### config.mk
export PLATFORM = sky130hd
export DESIGN_NAME = alu_mdu
export DESIGN_NICKNAME = d
export VERILOG_FILES = /design/src/rtl/alu_mdu.sv
export SDC_FILE = /design/constraint.sdc
export NUM_CORES = 1
export LEC_CHECK = 0
export CAP_MARGIN = 40
export CORE_UTILIZATION = 35
export DETAILED_ROUTE_END_ITERATION = 8
export GPL_TIMING_DRIVEN = 0
export PLACE_DENSITY = 0.54
export SYNTH_ARGS = -nofsm -noshare
export SYNTH_HDL_FRONTEND = slang
export SYNTH_SLANG_ARGS = --single-unit
### constraint.sdc
create_clock -name clk -period 14.5 [get_ports clk]
set_input_delay 2.9 -clock clk [delete_from_list [all_inputs] [get_ports clk]]
set_output_delay 2.9 -clock clk [all_outputs]
set_load 0.03 [all_outputs]
### src/rtl/alu_mdu.sv
// alu_mdu: handshaked execute-stage ALU with registered result, flags and iterative mul/div.
// Define ALU_MDU_DIV_EN to build the restoring divider; without it DIVU/DIV return 0 with ovf set.
module alu_mdu #(
    parameter int unsigned WIDTH   = 32,
    parameter int unsigned SHAMT_W = 5
) (
    input  logic             clk,
    input  logic             rst,
    input  logic             in_valid,
    output logic             in_ready,
    input  logic [4:0]       op,
    input  logic [WIDTH-1:0] a,
    input  logic [WIDTH-1:0] b,
    output logic             out_valid,
    input  logic             out_ready,
    output logic [WIDTH-1:0] r,
    output logic [WIDTH-1:0] r_hi,
    output logic             zero,
    output logic             neg,
    output logic             carry,
    output logic             ovf,
    output logic             busy
);

    typedef enum logic [1:0] {StIdle, StBusy, StFix, StHold} state_e;

    state_e             state_q;
    logic [SHAMT_W-1:0] cnt_q;
    logic               sa_q, sb_q;
    logic [WIDTH-1:0]   ma_q, acc_hi_q, acc_lo_q;

    logic               accept, is_iter, sgn_a, sgn_b;
    logic [WIDTH-1:0]   mag_a, mag_b;
    logic [WIDTH:0]     sum, dif;
    logic [WIDTH-1:0]   alu_r;
    logic               alu_c, alu_v;
    logic [SHAMT_W-1:0] sh;
    logic [WIDTH:0]     mul_sum;
    logic [WIDTH-1:0]   step_hi, step_lo;
    logic [2*WIDTH-1:0] prod, prod_fix;
    logic [WIDTH-1:0]   fix_r, fix_hi;
    logic               fix_v;
`ifdef ALU_MDU_DIV_EN
    logic               div_q;
    logic [WIDTH-1:0]   mb_q, a_q;
    logic [WIDTH:0]     div_sh;
    logic               div_ge;
`endif

    assign in_ready = (state_q == StIdle) | ((state_q == StHold) & out_ready);
    assign busy     = (state_q == StBusy) | (state_q == StFix);
    assign accept   = in_valid & in_ready;
    assign sh       = a[SHAMT_W-1:0];
    assign sgn_a    = op[0] & a[WIDTH-1];
    assign sgn_b    = op[0] & b[WIDTH-1];
    assign mag_a    = sgn_a ? -a : a;
    assign mag_b    = sgn_b ? -b : b;
`ifdef ALU_MDU_DIV_EN
    assign is_iter  = op[4] & (op[3:2] == 2'b00);
`else
    assign is_iter  = op[4] & (op[3:1] == 3'b000);
`endif

    // Single-cycle datapath; unused op[4] codes fall through as ADDU.
    always_comb begin
        sum   = {1'b0, a} + {1'b0, b};
        dif   = {1'b0, a} - {1'b0, b};
        alu_r = sum[WIDTH-1:0];
        alu_c = sum[WIDTH];
        alu_v = 1'b0;
        if (!op[4]) begin
            case (op[3:0])
                4'b0000: alu_v = 1'b0;
                4'b0010: alu_v = (a[WIDTH-1] == b[WIDTH-1]) && (sum[WIDTH-1] != a[WIDTH-1]);
                4'b0001: begin alu_r = dif[WIDTH-1:0]; alu_c = dif[WIDTH]; end
                4'b0011: begin
                    alu_r = dif[WIDTH-1:0];
                    alu_c = dif[WIDTH];
                    alu_v = (a[WIDTH-1] != b[WIDTH-1]) && (dif[WIDTH-1] != a[WIDTH-1]);
                end
                4'b0100: begin alu_r = a & b;          alu_c = 1'b0; end
                4'b0101: begin alu_r = a | b;          alu_c = 1'b0; end
                4'b0110: begin alu_r = a ^ b;          alu_c = 1'b0; end
                4'b0111: begin alu_r = ~(a | b);       alu_c = 1'b0; end
                4'b1000,
                4'b1001: begin alu_r = b << (WIDTH/2); alu_c = 1'b0; end
                4'b1010: begin alu_r = {{(WIDTH-1){1'b0}}, a < b}; alu_c = 1'b0; end
                4'b1011: begin
                    alu_r = {{(WIDTH-1){1'b0}}, $signed(a) < $signed(b)};
                    alu_c = 1'b0;
                end
                4'b1100: begin alu_r = $signed(b) >>> sh; alu_c = 1'b0; end
                4'b1101: begin alu_r = b >> sh;           alu_c = 1'b0; end
                default: begin alu_r = b << sh;           alu_c = 1'b0; end
            endcase
        end
`ifndef ALU_MDU_DIV_EN
        else if (op[3:1] == 3'b001) begin
            alu_r = '0;
            alu_c = 1'b0;
            alu_v = 1'b1;
        end
`endif
    end

    // One iteration: shift-add multiply, or restoring divide with acc_hi as remainder.
    always_comb begin
        mul_sum            = {1'b0, acc_hi_q} + (acc_lo_q[0] ? {1'b0, ma_q} : '0);
        {step_hi, step_lo} = {mul_sum, acc_lo_q[WIDTH-1:1]};
`ifdef ALU_MDU_DIV_EN
        div_sh = {acc_hi_q, acc_lo_q[WIDTH-1]};
        div_ge = div_sh >= {1'b0, mb_q};
        if (div_q) begin
            step_hi = div_ge ? div_sh[WIDTH-1:0] - mb_q : div_sh[WIDTH-1:0];
            step_lo = {acc_lo_q[WIDTH-2:0], div_ge};
        end
`endif
    end

    always_comb begin
        prod     = {acc_hi_q, acc_lo_q};
        prod_fix = (sa_q ^ sb_q) ? -prod : prod;
        fix_r    = prod_fix[WIDTH-1:0];
        fix_hi   = prod_fix[2*WIDTH-1:WIDTH];
        fix_v    = 1'b0;
`ifdef ALU_MDU_DIV_EN
        if (div_q) begin
            if (mb_q == '0) begin
                fix_r  = '1;
                fix_hi = a_q;
            end else begin
                fix_r  = (sa_q ^ sb_q) ? -acc_lo_q : acc_lo_q;
                fix_hi = sa_q ? -acc_hi_q : acc_hi_q;
                fix_v  = sb_q & (mb_q == WIDTH'(1)) & (a_q == {1'b1, {(WIDTH-1){1'b0}}});
            end
        end
`endif
    end

    always_ff @(posedge clk) begin
        if (rst) begin
            state_q   <= StIdle;
            cnt_q     <= '0;
            out_valid <= 1'b0;
            r         <= '0;
            r_hi      <= '0;
            zero      <= 1'b0;
            neg       <= 1'b0;
            carry     <= 1'b0;
            ovf       <= 1'b0;
        end else begin
            unique case (state_q)
                StIdle, StHold: begin
                    if (state_q == StHold && out_ready) begin
                        out_valid <= 1'b0;
                        state_q   <= StIdle;
                    end
                    if (accept) begin
                        if (is_iter) begin
                            state_q   <= StBusy;
                            out_valid <= 1'b0;
                            cnt_q     <= '0;
                            sa_q      <= sgn_a;
                            sb_q      <= sgn_b;
                            ma_q      <= mag_a;
                            acc_hi_q  <= '0;
                            acc_lo_q  <= mag_b;
`ifdef ALU_MDU_DIV_EN
                            div_q     <= op[1];
                            mb_q      <= mag_b;
                            a_q       <= a;
                            if (op[1]) acc_lo_q <= mag_a;
`endif
                        end else begin
                            state_q   <= StHold;
                            out_valid <= 1'b1;
                            r         <= alu_r;
                            r_hi      <= '0;
                            zero      <= (alu_r == '0);
                            neg       <= alu_r[WIDTH-1];
                            carry     <= alu_c;
                            ovf       <= alu_v;
                        end
                    end
                end
                StBusy: begin
                    acc_hi_q <= step_hi;
                    acc_lo_q <= step_lo;
                    cnt_q    <= cnt_q + SHAMT_W'(1);
                    if (cnt_q == SHAMT_W'(WIDTH - 1)) state_q <= StFix;
                end
                StFix: begin
                    state_q   <= StHold;
                    out_valid <= 1'b1;
                    r         <= fix_r;
                    r_hi      <= fix_hi;
                    zero      <= (fix_r == '0);
                    neg       <= fix_r[WIDTH-1];
                    carry     <= 1'b0;
                    ovf       <= fix_v;
                end
                default: state_q <= StIdle;
            endcase
        end
    end

endmodule

# Word-level counts from Yosys, hierarchy flattened
# Index checks and enable logic that the tools add are counted.
[totals]
register_bits = 174
elab_cells = 135
out_inout_bits = 71
[op_classes]
n_shift = 3
n_lt_le_gt_ge = 2
eq_ne = 27
muxes = 49
n_reduce_logical = 20
n_bitwise = 13
add_sub_neg = 7
[ops]
columns = ["cell", "count"]
rows = [
  ["$mux W32", 13],
  ["$pmux W32 S11", 1],
  ["$pmux W32 S2", 4],
  ["$add A32 B32 Y33", 2],
  ["$logic_not A32 Y1", 2],
  ["$lt A32 B32 Y1", 2],
  ["$mux W64", 1],
  ["$neg A32 Y32", 2],
  ["$neg A64 Y64", 1],
  ["$sub A32 B32 Y33", 1],
  ["$and A32 B32 Y32", 1],
  ["$not A32 Y32", 1],
  ["$or A32 B32 Y32", 1],
  ["$shl A32 B5 Y32", 1],
  ["$shr A32 B5 Y32", 1],
  ["$sshr A32 B5 Y32", 1],
  ["$xor A32 B32 Y32", 1],
  ["$eq A4 B4 Y1 const B", 6],
  ["$eq A4 B3 Y1 const B", 4],
  ["$mux W1", 15],
  ["$pmux W1 S2", 7],
  ["$mux W5", 2],
  ["$pmux W5 S2", 1],
  ["$eq A4 B2 Y1 const B", 2],
  ["26 further kinds", 48],
]

# Longest topological paths before layout
# Gate-level depths: netlist of run 1.
[depth]
ltp_word = 8
mapped_depth = 19
depth_no_buf = 16

# Least setup slack after synthesis of run 1
# Ideal clock, no wire load.
[synth_timing]
path_kind = "input -> register"
from = "in op[1]"
to = "reg acc_hi_q[0] (enable)"
slack_ns = 7.235
setup_ns = 0.486
path_stages = 7
arrival_ns = 6.779
cell_sequence = "clkbuf_1 buf_2 buf_2 nand3b_1 or2_2 a21o_1 nor2_1"
[synth_via]
elab_chain_cells = 4
[synth_lines]
columns = ["element", "line_no", "rtl"]
rows = [
  ["start: declaration", "11", "input logic [4:0] op,"],
  ["$logic_not A3 Y1", "61", "assign is_iter = op[4] & (op[3:1] == 3'b000);"],
  ["$and A1 B1 Y1", "61", ""],
  ["$ne A2 B2 Y1 (no line)", "--", ""],
  ["$reduce_and A4 Y1 (no line)", "--", ""],
  ["end signal: assignment", "187", "acc_hi_q <= step_hi;"],
  ["end: declaration", "30", "logic [WIDTH-1:0] ma_q, acc_hi_q, acc_lo_q;"],
]
# Every way passes these cells.
# A chain may end at the register's enable or synchronous reset.

# Final worst setup path of run 1
[layout_timing]
from = "in a[2]"
to = "reg zero"
[layout_via]
elab_chain_cells = 8
[layout_lines]
columns = ["element", "line_no", "rtl"]
rows = [
  ["start: declaration", "12", "input logic [WIDTH-1:0] a,"],
  ["parallel branches: the longest is 3 deep, another holds $sub A32 B32 Y33", "--", ""],
  ["$mux W32 (*)", "71", "if (!op[4]) begin"],
  ["$logic_not A32 Y1 (*)", "179", "zero <= (alu_r == '0);"],
  ["$mux W1 (*)", "159", "if (is_iter) begin"],
  ["$mux W1 (*)", "158", "if (accept) begin"],
  ["$pmux W1 S2 (*)", "152", "unique case (state_q)"],
  ["end signal: assignment", "179", ""],
  ["end signal: assignment", "197", "zero <= (fix_r == '0);"],
  ["end: declaration", "18", "output logic zero,"],
]
# Every way passes the cells marked *. The select of a mux whose other input is x is not followed.

==> impl_metrics.ini, run 1 <==
[worst_setup_path]
cp_data_required_time_ns = 14.90
worstSetupPathType = in2reg
crit_top_cell = buf_1
timing.rr.end = r_hi[16]
cp.arrival_ns = 10.37
cp_slowest_cell = buf_1
cp-start-kind = primary input
crit_chain = clkdlybuf4s50_1 -> inv_2 -> buf_1 -> buf_1 -> buf_1 -> buf_6 -> ha_1 -> buf_2 -> a211oi_1 -> o21ai_1 -> a21oi_1 -> o21ai_0 -> a221o_1 -> a2bb2oi_1 -> nand3_1 -> nor4_1 -> nand4_1 -> nor4_2 -> nand4b_1 -> o41ai_2
crit_cells = 20
r2r_cells = 14
crit_buf_inv = 7
cp_max_fo = 10
r2r-start = acc_lo_q[0]
cpPeakStageDelay_ns = 0.72
rrSetupSlack_ns = 9.37
path_delay_family = buffers and inverters
cp-end-kind = flop

[sta]
fmax_mhz = 100.3
hold_violations = 0
worst_pin_slew_ns = 1.059
tns_ns = 0
rsz0062_at_grt = false
min_period_ns = 9.968
fin_ws_ns = 4.532
drv_slew = 0
hold_ws_ns = 0.4563
slew_headroom = 0.2919
min_period_over_period = 0.6874
skew_ns = 0.01701
setup_viol = 0

[layout]
final_util = 0.4168
nFillCells = 6198
fin_nets = 3159
synthToLayoutAreaGrowth_pct = 16.65
layout-drive-gt1-share = 0.07695

[clocking]
postCtsSetupRepairBufs = 0
clockBufferDepth = 2
cts_buffers = 17
cts_tree = built
cts_max_level = 4
insertion_delay_ns = 0.49
clock-root-buffer = clkbuf_16
post_cts_resized = 0
cts_hold_buf = 0
clock_sinks = 173
clk_pin_slew_ns = 0.08

[floorplan]
die_h_um = 248.4
rows = 89
start_util = 0.3573
die_x_um = 248.4
dieArea_um2 = 61690
ios = 144
core-area_um2 = 59460

[worst_hold_path]
min_path_cells = 2
hold_end = r[15]
holdCritStartpoint = r[15]
hp-class = reg2reg

[drt]
drtIter0Drc = 2869
num_vias = 24350
wl_mm = 123.1
drt-wirelength-per-cell_um = 33.05
routed_via_density = 6.536
remaining_drc_errors = 0
ant_nets = 0
dr.pass1.iters = 6

[synth]
ys_seq_area_frac = 0.2092
postSynthCellCount = 2727
synth_area_um2 = 21250
synthSimpleGateAreaFrac = 0.2102
synthArstFlopShare = 0
yosys_register_bits = 173
synth.area.top_cells = edfxtp_1, ha_1, dfxtp_1
synth-xor-area-share = 0.08369
synth_top_family_by_area = compound AO/OA/AOI/OAI gates
synth_edf_count = 98
muxShareOfSynthArea = 0.08981
synth-adder-area-share = 0.08881
ys_warn_count = 0
synth_top_area_frac = 0.1385
syn-num-nets = 2949
syn_area_per_cell_um2 = 7.791
synth_area_leader_cell = edfxtp_1
netlist-cell-type-count = 102
synth_compound_area_frac = 0.2589
yosys_most_used_dff = edfxtp_1

[run]
drv_cap = 0

[pwr]
power_leakage_nw = 9.043
peakVddDrop_mv = 0.08645
p_per_area_nw_per_um2 = 124.6

[global_route]
track_usage = 0.3929
grt-ovfl-total = 0
grt_antenna_before_repair = 6
grt_pass1_wl_mm = 171.1
grt_max_degree = 32
grt_pass1_vias = 22940

[place]
io_buffers = 139
dpl.hpwl_mm = 101.7
pre_cts_ws_ns = 4.409
gp_congestion = 1.054

[run_status]
outcome = finished clean
[placed cells by master, fill, tap and decap left out, types with 98 or more instances in the layout]
cell type,instances
inv_1,107
nor2_1,259
clkbuf_1,143
xnor2_1,149
o21ai_0,156
clkdlybuf4s50_1,139
nand2_1,276
edfxtp_1,98
ha_1,146
a21oi_1,204
[layout make-up]
cell class,instances,area [µm²],area share
multi-input cells,2244,15570,0.6283
clock buffers,18,450.4,0.01818
repair buffers,191,1917,0.07735
inverters,112,420.4,0.01696
clock inverters,14,165.2,0.006664
flip-flops and latches,173,4444,0.1793
well taps,773,967.2,0.03903
diodes,2,5.005,0.0002019
plain buffers,198,842.1,0.03398
[routing by layer]
layer | vias up | wire, µm | global-route usage | part of all wire
li1 | 10510 | - | - | -
met1 | 11900 | 50400 | 0.5114 | 0.41
met2 | 1593 | 52290 | 0.5897 | 0.42
met3 | 342 | 12390 | 0.08996 | 0.10
met4 | 6 | 7978 | 0.2342 | 0.065
met5 | - | 38 | 0 | 0.00031
[cell families (layout without fill, tap and decap cells)]
family	after synthesis	after routing
adder cells (fa/ha/maj)	149	149
flip-flops	173	173
AO/OA/AOI/OAI	829	829
XOR/XNOR	203	203
buffers and inverters	310	533
multiplexers	134	134
AND/OR/NAND/NOR	929	929
other	0	2
[through the flow]
stage / instance area, µm² / power, mW / cells
final: 24780 / 3.089 / 3725
after global routing: 24780 / 3.245 / 3723
after CTS: 24760 / 3.054 / 3721
after detailed placement: 24150 / 2.558 / 3689
after global placement: 23600 / 2.524 / 3639
after floorplan: 21250 / 1.855 / 2727
[cell usage after synthesis, types with 13 or more instances]
| cell | instances |
|---|---|
| a21o_1 | 27 |
| nor2b_1 | 26 |
| nand4_1 | 16 |
| a221oi_1 | 17 |
| buf_2 | 27 |
| mux2i_1 | 62 |
| edfxtp_1 | 98 |
| ha_1 | 146 |
| and2_1 | 52 |
| mux4_2 | 37 |
| nand2b_1 | 28 |
| o21bai_1 | 15 |
| buf_1 | 19 |
| o21ai_0 | 156 |
| a21oi_1 | 204 |
| clkbuf_1 | 143 |
| o21ai_1 | 14 |
| mux2_2 | 30 |
| a211oi_1 | 46 |
| a211o_1 | 13 |
| nor4_1 | 27 |
| xnor2_1 | 149 |
| o31ai_1 | 26 |
| inv_1 | 107 |
| or3_1 | 25 |
| nand2_1 | 276 |
| dfxtp_1 | 75 |
| nor3b_1 | 13 |
| o211ai_1 | 45 |
| and3_1 | 14 |
| a22oi_1 | 47 |
| nor3_1 | 73 |
| o22ai_1 | 20 |
| nand3_1 | 54 |
| nor2_1 | 260 |
| xor2_1 | 54 |
| a31oi_1 | 43 |
[flip-flops by register name, indices dropped and copies added (netlist names), 2 cells and up]
register,count
state_q,2
r_hi,32
acc_lo_q,32
ma_q,32
cnt_q,5
r,32
acc_hi_q,32
[worst register-to-register path, cell delays in order (launching register included)]
cell      delay (ns)
edfxtp_1        0.56
inv_1           0.25
ha_1            0.22
nand2b_1        0.11
nor4_1          0.69
nand2_1         0.34
or2_1           0.41
nor2_2          0.42
nand2_1         0.46
or3_1           0.57
o21ai_1         0.41
o21ai_1         0.18
xor2_1          0.18
a22oi_1         0.18
nor2_1          0.06
[where the power goes]
part | internal (mW) | switching [mW]
Clock | 0.244 | 0.246
Combinational | 0.606 | 1.18
Sequential | 0.677 | 0.135
[worst max-delay path by stage]
stage	slack, ns	to	from
floorplan	7.24	acc_hi_q[0]	op[1]
global placement	3.72	zero	a[2]
detailed placement	4.41	zero	a[2]
CTS	4.90	zero	a[2]
global route	4.46	zero	a[2]
finish	4.53	zero	a[2]
(Power assumes the default switching activity.)
==> run 2: changes to the inputs <==
==> constraint.sdc (replaced) <==
create_clock -name clk -period 10.2 [get_ports clk]
set_input_delay 2.04 -clock clk [delete_from_list [all_inputs] [get_ports clk]]
set_output_delay 2.04 -clock clk [all_outputs]
set_load 0.03 [all_outputs]
==> results of run 2 <==
The final DEF is identical to that of run 1. Status: finished clean.
Main changes from that run: setup slack after placement 4.409 ns -> 0.9686 ns; setup slack after layout 4.532 ns -> 1.092 ns; register-to-register setup slack 9.37 ns -> 5.07 ns; total power 3.089 mW -> 4.391 mW; worst IR drop on VDD 0.08645 mV -> 0.1229 mV
